File: config.mk
export PLATFORM = sky130hd
export DESIGN_NAME = hazard_ctrl
export DESIGN_NICKNAME = d
export VERILOG_FILES = /design/src/rtl/hazard_ctrl.sv
export SDC_FILE = /design/constraint.sdc
export NUM_CORES = 1
export LEC_CHECK = 0
export BUFFER_PORTS_ARGS = -buffer_cell sky130_fd_sc_hd__clkbuf_2
export CORE_MARGIN = 2
export CORE_UTILIZATION = 43
export CTS_BUF_LIST = sky130_fd_sc_hd__clkbuf_4
export CTS_CLUSTER_SIZE = 20
export DETAILED_ROUTE_END_ITERATION = 10
export HOLD_SLACK_MARGIN = 0.02
export PLACE_DENSITY_LB_ADDON = 0.15
export SETUP_SLACK_MARGIN = 0.2
export SYNTH_ARGS = -nofsm -noshare
export SYNTH_HDL_FRONTEND = slang
export SYNTH_SLANG_ARGS = --single-unit
File: constraint.sdc
create_clock -name clk -period 5.8 [get_ports clk]
set_input_delay 0.58 -clock clk [delete_from_list [all_inputs] [get_ports clk]]
set_output_delay 0.58 -clock clk [all_outputs]
set_load 0.02 [all_outputs]
File: src/rtl/hazard_ctrl.sv
// Pipeline sequencer for the 5-stage RV32I core: stall/flush control, EX forwarding selects,
// data-memory wait tracking with timeout, and a saturating stall-cycle counter.
module hazard_ctrl #(
  parameter int unsigned MAX_WAIT = 16,
  parameter int unsigned CNT_W    = 32
) (
  input  logic             clk,
  input  logic             reset,
  input  logic [4:0]       Rs1D,
  input  logic [4:0]       Rs2D,
  input  logic [4:0]       Rs1E,
  input  logic [4:0]       Rs2E,
  input  logic [4:0]       RdE,
  input  logic             MemReadE,
  input  logic             PCSrcE,
  input  logic [4:0]       RdM,
  input  logic [4:0]       RdW,
  input  logic             RegWriteM,
  input  logic             RegWriteW,
  input  logic             dmem_req,
  input  logic             dmem_ready,
  output logic             StallF,
  output logic             StallD,
  output logic             StallE,
  output logic             StallM,
  output logic             FlushD,
  output logic             FlushE,
  output logic [1:0]       ForwardAE,
  output logic [1:0]       ForwardBE,
  output logic             mem_timeout,
  output logic [CNT_W-1:0] stall_cnt
);

  typedef enum logic [1:0] {
    StRun     = 2'b00,
    StMemWait = 2'b01,
    StError   = 2'b10
  } state_e;

  localparam logic [7:0] MaxWait = 8'(MAX_WAIT);

  state_e     state;
  logic [7:0] wait_cnt;
  logic       lu;
  logic       mem_stall;
  logic       freeze;

  function automatic logic [1:0] fwd_sel(input logic [4:0] rs, input logic [4:0] rd_m,
                                         input logic we_m, input logic [4:0] rd_w,
                                         input logic we_w);
    if (we_m && rd_m != 5'd0 && rd_m == rs) begin
      return 2'b10;
    end else if (we_w && rd_w != 5'd0 && rd_w == rs) begin
      return 2'b01;
    end
    return 2'b00;
  endfunction

  assign lu        = MemReadE && (RdE != 5'd0) && (RdE == Rs1D || RdE == Rs2D);
  assign mem_stall = dmem_req && !dmem_ready;
  // A fresh miss in RUN freezes the pipe in the same cycle it is seen.
  assign freeze    = (state != StRun) || mem_stall;

  always_comb begin
    StallF    = 1'b0;
    StallD    = 1'b0;
    StallE    = 1'b0;
    StallM    = 1'b0;
    FlushD    = 1'b0;
    FlushE    = 1'b0;
    ForwardAE = 2'b00;
    ForwardBE = 2'b00;
    if (reset) begin
      FlushD = 1'b1;
      FlushE = 1'b1;
    end else begin
      ForwardAE = fwd_sel(Rs1E, RdM, RegWriteM, RdW, RegWriteW);
      ForwardBE = fwd_sel(Rs2E, RdM, RegWriteM, RdW, RegWriteW);
      if (freeze) begin
        StallF = 1'b1;
        StallD = 1'b1;
        StallE = 1'b1;
        StallM = 1'b1;
      end else if (PCSrcE) begin
        FlushD = 1'b1;
        FlushE = 1'b1;
      end else if (lu) begin
        StallF = 1'b1;
        StallD = 1'b1;
        FlushE = 1'b1;
      end
    end
  end

  always_ff @(posedge clk or posedge reset) begin
    if (reset) begin
      state       <= StRun;
      wait_cnt    <= 8'd0;
      mem_timeout <= 1'b0;
      stall_cnt   <= '0;
    end else begin
      if (StallF && stall_cnt != {CNT_W{1'b1}}) begin
        stall_cnt <= stall_cnt + 1'b1;
      end
      case (state)
        StRun: begin
          if (mem_stall) begin
            state    <= StMemWait;
            wait_cnt <= 8'd1;
          end
        end
        StMemWait: begin
          // A dropped request counts as completion.
          if (!dmem_req || dmem_ready) begin
            state    <= StRun;
            wait_cnt <= 8'd0;
          end else if (wait_cnt == MaxWait) begin
            state       <= StError;
            mem_timeout <= 1'b1;
          end else if (wait_cnt != 8'hff) begin
            wait_cnt <= wait_cnt + 8'd1;
          end
        end
        default: state <= StError;
      endcase
    end
  end

endmodule
==> results.py, run 1 <==
metrics = {
    "drt": {
        "vias": 2218,
        "postRouteAntennaNets": 0,
        "first_pass_iters": 4,
        "drt_iter0_drc": 75,
        "avgRoutedWirePerCell_um": 13.52,
        "vias_per_cell": 5.207,
        "totalWireLength_um": 5759,
        "drc": 0,
    },
    "critical_path": {
        "crit_top_cell": "clkbuf_2",
        "crit_type": "input pin to output pin",
        "path_buf_inv": 3,
        "cp.arrival_ps": 2520,
        "critPathTopFamily": "buffers and inverters",
        "cp-end-kind": "output pin",
        "cp_cell_sequence": "clkbuf_2 -> inv_2 -> o211ai_1 -> or4_1 -> nor4_1 -> clkbuf_2",
        "cp_slowest_cell": "inv_2",
        "cp_max_fo": 45,
        "crit_start": "reset",
        "r2r_start": "stall_cnt[2]",
        "start_kind": "input pin",
        "slowest_delay_ps": 670,
        "crit_required_ps": 5220,
    },
    "cells_and_area": {
        "final_nets": 396,
        "drive_gt1_share_pct": 29.06,
        "final_area_um2": 3141,
        "insertedDiodeCount": 0,
        "area_growth_pct": 21.49,
    },
    "cts": {
        "clock_sinks": 43,
        "clock_path_buffers": 2,
        "cts_inserted_buffers": 5,
        "cts.clk_slew.worst_paths_ps": 130,
        "post_cts_buffers": 0,
        "clockRootBuffer": "clkbuf_4",
        "cts_hold_buf": 0,
        "cts.htree.levels": 2,
        "clkLatencyLatePin_ps": 350,
        "cts_tree": "built",
        "post_cts_resized": 0,
    },
    "logic_synthesis": {
        "yosysTopAreaCellShare_pct": 41.63,
        "synth_xor_area_share_pct": 21.68,
        "yosys.area.top_type": "dfrtp_1",
        "yosysSeqAreaShare_pct": 41.63,
        "synth.avg_cell_area_um2": 9.792,
        "ys_types": 39,
        "synth_nets": 310,
        "async_flop_share_pct": 100.0,
        "muxShareOfSynthArea_pct": 0,
        "ys.flop_type": "dfrtp_1",
        "ys_top_cells_by_area": "dfrtp_1 42%, xnor2_1 14%, xor2_1 7.8%, nand3_1 4.1%, nand4_1 3.9%",
        "ys_seq_elements": 43,
        "synthSimpleGateAreaFrac_pct": 27.15,
        "synth_compound_area_share_pct": 5.324,
        "synth-edff-count": 0,
        "synthAdderAreaFrac_pct": 1.452,
        "yosysWarnings": 0,
        "syn_area_um2": 2585,
        "synthCells": 264,
        "synth_top_family_by_area": "simple AND/OR/NAND/NOR gates",
    },
    "global_routing": {
        "antenna_found_initial": 0,
        "grt_max_degree": 46,
        "overflow": 0,
        "grt.total_usage_pct": 18.26,
        "grt_pass1_vias": 2100,
        "grt_pass1_wl_um": 9432,
    },
    "power": {
        "finalPower_w": 0.0006876,
        "peakVddDrop_v": 0.0001083,
        "power.density_nw_per_um2": 219.0,
        "cellLeakagePower_nw": 1.505,
    },
    "sta": {
        "setup_viol": 0,
        "min_period_over_period_pct": 53.50,
        "rsz0062_at_grt": "false",
        "timing.final.crit_period_ps": 3103,
        "worstMarginPinSlew_ps": 923.4,
        "slew_viol_final": 0,
        "fin_setup_tns_ps": 0,
        "final_hold_viol_count": 0,
        "relSlewSlack_pct": 38.35,
        "max_freq_mhz": 322.3,
        "finalClockSkew_ps": 12.85,
    },
    "hold_path": {
        "hold_path_class": "input pin to asynchronous set/reset pin",
    },
    "die": {
        "die_w_um": 81.54,
        "start_util_pct": 44.18,
        "die_area_um2": 6648,
        "ios": 86,
        "core_area_um2": 5851,
        "row_count": 28,
        "die_y_um": 81.54,
    },
    "place": {
        "hpwlAfterDp_um": 4443,
        "routabilityCongestion": 0.7780,
        "io_buffer_count": 85,
        "dpl-instance-area_um2": 3059,
    },
    "outcome": {
        "status": "finished, final reports clean",
    },
    "run": {
        "maxCapViolCount": 0,
    },
}
path summary, 6_finish.rpt:
kind,endpoint,slack [ps],cells past startpoint
setup / recovery,ForwardAE[0],2700,6
hold reg to reg,stall_cnt[11],500,1
max in group asynchronous,stall_cnt[24],4770,2
setup reg to reg,stall_cnt[21],3420,6
hold / removal,wait_cnt[2],450,2
min in group clk,stall_cnt[11],500,1
report_power, final:
group	switching, W	internal (W)
combinational	0.0000894	0.0000613
sequential	0.0000248	0.000319
clock	0.000102	0.0000908
cell type report:
type / instances / area, um^2
fillers: 571 / 2710
clock inverters: 3 / 43.79
multi-input cells: 208 / 1438
well taps: 75 / 93.84
flip-flops and latches: 43 / 1076
clock buffers: 5 / 37.54
repair buffers: 85 / 425.4
inverters: 7 / 26.28
per-stage QoR:
step                std cells  utilization, %  setup WS, ps  hold WS, ps
global route              426           53.68          2364        526.2
floorplan                 264               -          2753        497.5
finish                    426           53.68          2697        448.6
CTS                       426           53.68          2604        461.6
detailed placement        418           52.29          2538        465.2
global placement          418           52.29          2627        476.9
synth_stat cells, types with 6 or more instances:
| cell | number |
|---|---|
| and3_1 | 8 |
| dfrtp_1 | 43 |
| xnor2_1 | 41 |
| nand4_1 | 16 |
| nand3_1 | 21 |
| nor2_1 | 18 |
| inv_1 | 6 |
| nor3_1 | 8 |
| nand2_1 | 15 |
| xor2_1 | 23 |
| and4_1 | 7 |
layout by cell type, fill, tap and decap left out, drive strengths merged, types with 2 or more instances in the layout:
cell / netlist / final
and3: 8 / 8
a41oi: 2 / 2
o21ai: 4 / 4
nand4: 17 / 17
xor2: 23 / 23
and2: 5 / 5
nor2: 18 / 18
nor3: 8 / 8
o31ai: 3 / 3
dfrtp: 43 / 43
nor4: 4 / 4
and4: 8 / 8
nand3: 26 / 26
clkbuf: 2 / 90
a31oi: 3 / 3
xnor2: 41 / 41
inv: 7 / 7
a21oi: 3 / 3
clkinv: 0 / 2
ha: 3 / 3
or4: 5 / 5
nand2b: 2 / 2
nand2: 16 / 16
metal layers:
layer  wire length [um]  vias to the layer above  track usage (%)  part of all wire (%)
li1                   -                     1125                -                     -
met1               2659                     1017            23.09                    46
met2               2670                       72            30.08                    46
met3                383                        4            5.495                   6.7
met4                 45                        0            5.424                  0.78
met5                  0                        -                0                     0
sequential cells by signal, indices dropped and copies added, names as in the netlist:
name,count
stall_cnt,32
wait_cnt,8
state,2
mem_timeout,1
cells by family after synthesis:
group,after synthesis
xor gates and xnor gates,64
buffers and inverters,13
adders and majority gates,3
DFF,43
AOI/OAI and AO/OA,20
and+or+nand+nor,121
Power figures use the tool's default switching activity.
==> inputs of run 2 (changes only) <==
==> constraint.sdc (replaced) <==
create_clock -name clk -period 3 [get_ports clk]
set_input_delay 0.3 -clock clk [delete_from_list [all_inputs] [get_ports clk]]
set_output_delay 0.3 -clock clk [all_outputs]
set_load 0.02 [all_outputs]
==> run 2 against run 1 <==
Effect of this change:
- critical path depth is 2 lower
- combinational power is 95% higher
- routed wire length is 2.2% higher
- hold slack worse by 300 ps
- critical endpoint is now StallF
==> results.py, run 2 (synthesized netlist as in run 1, its figures left out) <==
metrics = {
    "global_routing": {
        "antenna_found_initial": 0,
        "grt_max_degree": 44,
        "grt_use_met3_pct": 5.055,
        "grt_util_met1_pct": 23.27,
        "overflow": 0,
        "grt.total_usage_pct": 19.00,
        "grt_busiest_layer": "met2",
        "grt_pass1_vias": 2259,
        "grt_pass1_wl_um": 9867,
        "grt_use_met2_pct": 32.79,
    },
    "cells_and_area": {
        "final_common_cell": "clkbuf_2",
        "reg_top3": "stall_cnt: 32 flops, wait_cnt: 8 flops, state: 2 flops",
        "register_area_um2": 1076,
        "top_register": "stall_cnt",
        "insertedDiodeCount": 0,
        "drive_gt1_share_pct": 29.26,
        "multiInputGateArea_um2": 1438,
        "mostFrequentLayoutCells": "85 x clkbuf_2, 43 x dfrtp_1, 41 x xnor2_1",
        "largest_reg_flops": 32,
        "fillerInstances": 577,
        "final_area_um2": 3148,
        "area_growth_pct": 21.78,
        "final_util_pct": 53.81,
        "final_nets": 397,
    },
    "cts": {
        "post_cts_resized": 0,
        "clkLatencyLatePin_ps": 360,
        "cts_tree": "built",
        "clockRootBuffer": "clkbuf_4",
        "clock_sinks": 43,
        "cts.clk_slew.worst_paths_ps": 140,
        "clock_path_buffers": 2,
        "cts.htree.levels": 2,
        "post_cts_buffers": 0,
        "cts_hold_buf": 0,
        "cts_inserted_buffers": 5,
    },
    "drt": {
        "postRouteAntennaNets": 0,
        "vias_per_cell": 5.323,
        "totalWireLength_um": 5883,
        "drc": 0,
        "avgRoutedWirePerCell_um": 13.78,
        "drt_iter0_drc": 64,
        "first_pass_iters": 4,
        "vias": 2273,
    },
    "sta": {
        "final_hold_viol_count": 0,
        "min_period_over_period_pct": 82.30,
        "max_freq_mhz": 405.0,
        "finalClockSkew_ps": 13.48,
        "rsz0062_at_grt": "false",
        "relSlewSlack_pct": 46.96,
        "timing.final.crit_period_ps": 2469,
        "worstMarginPinSlew_ps": 795.5,
        "setup_viol": 0,
        "slew_viol_final": 0,
        "fin_setup_tns_ps": 0,
    },
    "power": {
        "p_int_w": 0.0009118,
        "peakVddDrop_v": 0.0001873,
        "p_sw_share_pct": 31.79,
        "seqPwrFrac_pct": 49.9,
        "switchingPower_w": 0.0004250,
        "cellLeakagePower_nw": 1.510,
        "finalPower_w": 0.001337,
        "power.density_nw_per_um2": 424.6,
        "comb_power_share_pct": 22.1,
        "clock_power_share_pct": 28.0,
    },
    "hold_path": {
        "hold_path_class": "input pin to asynchronous set/reset pin",
    },
    "die": {
        "ios": 86,
        "row_count": 28,
        "die_w_um": 81.54,
        "die_area_um2": 6648,
        "start_util_pct": 44.18,
        "die_y_um": 81.54,
        "core_area_um2": 5851,
    },
    "critical_path": {
        "cp-end-kind": "output pin",
        "cp_cell_sequence": "o31ai_1 -> o221ai_1 -> and2_1 -> clkbuf_2",
        "crit_required_ps": 2700,
        "cp.arrival_ps": 2170,
        "crit_type": "flip-flop to output pin",
        "cp_max_fo": 7,
        "cp_slowest_cell": "o31ai_1",
        "start_kind": "flip-flop",
        "slowest_delay_ps": 500,
    },
    "run": {
        "maxCapViolCount": 0,
    },
    "place": {
        "dpl-instance-area_um2": 3067,
        "io_buffer_count": 85,
        "routabilityCongestion": 0.7843,
        "hpwlAfterDp_um": 4626,
    },
    "outcome": {
        "status": "finished, final reports clean",
    },
}
run 2: per-layer routing:
layer,wire (um),part of all wire (%)
met3,363,6.2
met2,2848,48
met5,0,0
met1,2633,45
met4,38,0.65
run 2: final timing paths:
path | cells past startpoint | slack (ps) | end | startpoint
worst max-delay path | 4 | 530 | StallF | state[0]
worst min-delay path | 3 | 150 | wait_cnt[3] | reset
worst max register to register | 6 | 630 | stall_cnt[4] | stall_cnt[2]
worst min register to register | 1 | 490 | mem_timeout | mem_timeout
max in group asynchronous | 3 | 2480 | wait_cnt[6] | reset
min in group clk | 3 | 290 | state[0] | dmem_ready
run 2: critical path: cells and delay by family (launching register included):
family	cells	cell delay, ps
AO/OA/AOI/OAI	2	840
flip-flops	1	460
AND/OR/NAND/NOR	1	320
buffers and inverters	1	190
run 2: layout make-up:
cell class / instances / area share, %
Clock inverter: 3 / 1.391
Timing Repair Buffer: 86 / 13.75
Multi-Input combinational cell: 208 / 45.67
Clock buffer: 5 / 1.192
Sequential cell: 43 / 34.18
Inverter: 7 / 0.8347
Tap cell: 75 / 2.981
run 2: power by group through the flow:
stage | Sequential [W] | Clock, W | Combinational (W)
global placement | 0.000675 | 0 | 0.000295
floorplan | 0.000713 | 0 | 0.000151
CTS | 0.000668 | 0.000389 | 0.000300
finish | 0.000667 | 0.000375 | 0.000295
detailed placement | 0.000678 | 0 | 0.000300
global route | 0.000674 | 0.000416 | 0.000323
run 2: through the flow:
step | instances | hold WS (ps) | worst slack [ps]
final | 427 | 151.2 | 531.0
after global routing | 427 | 191.7 | 381.5
after CTS | 427 | 162.3 | 514.2
after detailed placement | 419 | 466.1 | 639.6
after global placement | 419 | 451.6 | 701.9
after floorplan | 264 | 314.8 | 512.9
==> inputs of run 3 (changes only) <==
--- a/config.mk
+++ b/config.mk
@@ -5,6 +5,7 @@
 export SDC_FILE = /design/constraint.sdc
 export NUM_CORES = 1
 export LEC_CHECK = 0
+export ABC_AREA = 1
 export BUFFER_PORTS_ARGS = -buffer_cell sky130_fd_sc_hd__clkbuf_2
 export CORE_MARGIN = 2
 export CORE_UTILIZATION = 43
==> constraint.sdc (replaced) <==
create_clock -name clk -period 2.1 [get_ports clk]
set_input_delay 0.21 -clock clk [delete_from_list [all_inputs] [get_ports clk]]
set_output_delay 0.21 -clock clk [all_outputs]
set_load 0.02 [all_outputs]
==> run 3 against run 2 <==
Effect of this change:
- sequential share of layout area decreased by 8.2 points
- largest power group unchanged
- largest cell class unchanged
- area after synthesis increased by 31%
- hold slack better by 89 ps
- via count is 59% higher
- design area up 32%
- non-clock buffer count increased by 20
- register-to-register slack worse by 300 ps
- global-route usage increased by 2.2 points
==> results.py, run 3 <==
metrics = {
    "critical_path": {
        "crit_type": "flip-flop to output pin",
        "rr_worst_depth": 11,
        "r2r_start": "stall_cnt[0]",
        "cp_slowest_cell": "dfrtp_1",
        "crit_path_end": "StallF",
        "cp-end-kind": "output pin",
        "crit_required_ps": 1890,
        "r2r_setup_slack_ps": 330,
        "cp.arrival_ps": 1580,
        "start_kind": "flip-flop",
        "crit_start": "state[0]",
        "cp_max_fo": 6,
        "r2r-end": "stall_cnt[25]",
        "cp_cell_sequence": "nor2_2 -> inv_2 -> nor2_4 -> nor2_4 -> inv_2 -> nand2_4 -> buf_6 -> buf_2",
        "slowest_delay_ps": 420,
    },
    "drt": {
        "avgRoutedWirePerCell_um": 12.51,
        "first_pass_iters": 5,
        "drt_iter0_drc": 151,
        "postRouteAntennaNets": 0,
        "drc": 0,
        "totalWireLength_um": 9069,
        "vias": 3620,
        "vias_per_cell": 4.993,
    },
    "place": {
        "routabilityCongestion": 0.8954,
        "dpl.cell_count": 702,
        "io_buffer_count": 85,
        "hpwlAfterDp_um": 6964,
        "dpl-instance-area_um2": 3906,
    },
    "sta": {
        "relSlewSlack_pct": 40.67,
        "slew_viol_final": 0,
        "finalClockSkew_ps": 15.70,
        "max_freq_mhz": 558.3,
        "setup_viol": 0,
        "worstMarginPinSlew_ps": 884.5,
        "timing.final.crit_period_ps": 1791,
        "fin_hold_ws_ps": 240.3,
        "fin_setup_tns_ps": 0,
        "min_period_over_period_pct": 85.30,
        "rsz0062_at_grt": "false",
        "final_hold_viol_count": 0,
    },
    "hold_path": {
        "hold_path_class": "input pin to flip-flop",
    },
    "logic_synthesis": {
        "ys_types": 29,
        "synth_nets": 566,
        "ys.flop_type": "dfrtp_1",
        "ys_top_cells_by_area": "dfrtp_1 32%, nand2_1 20%, nand3_1 8.0%, nor2_1 7.8%, xor2_1 6.2%",
        "yosys.area.top_type": "dfrtp_1",
        "synth.most_common_cell": "nand2_1",
        "ys_seq_elements": 43,
        "yosysWarnings": 0,
        "async_flop_share_pct": 100.0,
        "synth.avg_cell_area_um2": 6.497,
        "syn_area_um2": 3378,
        "synthTopCellsByCount": "179 x nand2_1, 70 x nor2_1, 54 x inv_1, 54 x nand3_1, 43 x dfrtp_1",
        "synthCells": 520,
        "yosysSeqAreaShare_pct": 31.85,
        "synth-edff-count": 0,
        "yosysTopAreaCellShare_pct": 31.85,
    },
    "die": {
        "core_area_um2": 7687,
        "die_area_um2": 8581,
        "die_y_um": 92.64,
        "row_count": 32,
        "start_util_pct": 43.95,
        "die_w_um": 92.64,
        "ios": 86,
    },
    "cells_and_area": {
        "multiInputGateArea_um2": 2069,
        "final_area_um2": 4156,
        "final_nets": 668,
        "reg_top3": "stall_cnt: 32 flops, wait_cnt: 8 flops, state: 2 flops",
        "insertedDiodeCount": 0,
        "top_register": "stall_cnt",
        "final_common_cell": "nand2_1",
        "mostFrequentLayoutCells": "178 x nand2_1, 84 x clkbuf_2, 67 x nor2_1",
        "register_area_um2": 1081,
        "fillerInstances": 814,
        "area_growth_pct": 23.04,
        "largest_reg_flops": 32,
        "drive_gt1_share_pct": 22.79,
        "fin_cells": 725,
    },
    "global_routing": {
        "overflow": 0,
        "grt_use_met3_pct": 3.417,
        "grt_max_degree": 29,
        "grt_util_met1_pct": 25.50,
        "grt_use_met2_pct": 38.81,
        "grt.total_usage_pct": 21.23,
        "antenna_found_initial": 0,
        "grt_busiest_layer": "met2",
        "grt_pass1_vias": 3386,
        "grt_pass1_wl_um": 14880,
    },
    "power": {
        "cellLeakagePower_nw": 2.180,
        "finalPower_w": 0.001938,
        "peakVddDrop_v": 0.0001956,
        "power.density_nw_per_um2": 466.2,
    },
    "cts": {
        "cts.htree.levels": 2,
        "cts.clk_slew.worst_paths_ps": 130,
        "clock_sinks": 43,
        "clkLatencyLatePin_ps": 370,
        "cts_tree": "built",
        "clockRootBuffer": "clkbuf_4",
        "clock_path_buffers": 2,
        "cts_inserted_buffers": 5,
    },
    "run": {
        "maxCapViolCount": 0,
    },
    "outcome": {
        "status": "finished, final reports clean",
    },
}
[run 3: cell types whose count changed after synthesis, sizes merged, moves of 9 or more]
| cell | previous run | this run |
|---|---|---|
| nand3 | 26 | 56 |
| nor2 | 18 | 77 |
| xnor2 | 41 | 16 |
| nand2 | 16 | 183 |
| inv | 7 | 55 |
| o21ai | 4 | 13 |
[run 3: cell families after synthesis]
group,count (synthesis),share of synthesized area [%]
AOI/OAI and AO/OA,16,2.481
buffers and inverters,66,8.555
DFF,43,31.85
and+or+nand+nor,352,45.63
xor gates and xnor gates,40,10.37
adders and majority gates,3,1.111
[run 3: how the worst min path moves through the flow]
stage | start | to | slack, ps | cells past startpoint
3_5_place_dp | reset | stall_cnt[13] | 410 | 2
5_1_grt | dmem_req | state[0] | 230 | 3
6_report | dmem_req | state[0] | 240 | 3
3_3_place_gp | reset | stall_cnt[12] | 390 | 2
4_1_cts | dmem_req | state[0] | 210 | 3
2_1_floorplan | dmem_req | state[0] | 460 | 2
[run 3: per-stage QoR]
step,setup WS (ps),util [%]
floorplan,350.1,-
global route,175.9,54.07
CTS,167.2,52.44
detailed placement,172.8,50.81
finish,308.8,54.07
global placement,250.3,50.81
[run 3: critical path, delay by kind of cell, from the launching register on]
family                 cells  cell delay, ps
AND/OR/NAND/NOR            4             370
buffers and inverters      4             430
flip-flops                 1             420
[run 3: routing by layer]
| layer | part of all wire (%) | vias to the layer above |
|---|---|---|
| met5 | 0 | - |
| met4 | 1.8 | 0 |
| met3 | 4.9 | 14 |
| met2 | 50 | 106 |
| met1 | 43 | 1662 |
| li1 | - | 1838 |
[run 3: area by class of cell]
cell class | count | share of cell area, %
Inverter | 55 | 4.967
Multi-Input combinational cell | 411 | 49.79
Sequential cell | 43 | 26.01
Clock buffer | 5 | 0.9031
Clock inverter | 3 | 0.3612
Tap cell | 102 | 3.070
Timing Repair Buffer | 106 | 14.90
[run 3: repair_timing]
| item | CTS | global route |
|---|---|---|
| hold buffers | 1 | 0 |
| setup buffers | 3 | 10 |
| resized for setup | 6 | 16 |
| endpoints found under the hold margin | 3 | 0 |
| pin swaps | 0 | 3 |
| endpoints found under the setup margin | 30 | 35 |
| cloned | 0 | 1 |
[run 3: power by group]
group | internal, W | leakage [nW] | switching, W
logic | 0.000247 | 1.57 | 0.000328
clock network | 0.000123 | 0.0263 | 0.000289
registers | 0.000876 | 0.583 | 0.0000745
total | 0.00125 | 2.18 | 0.000692
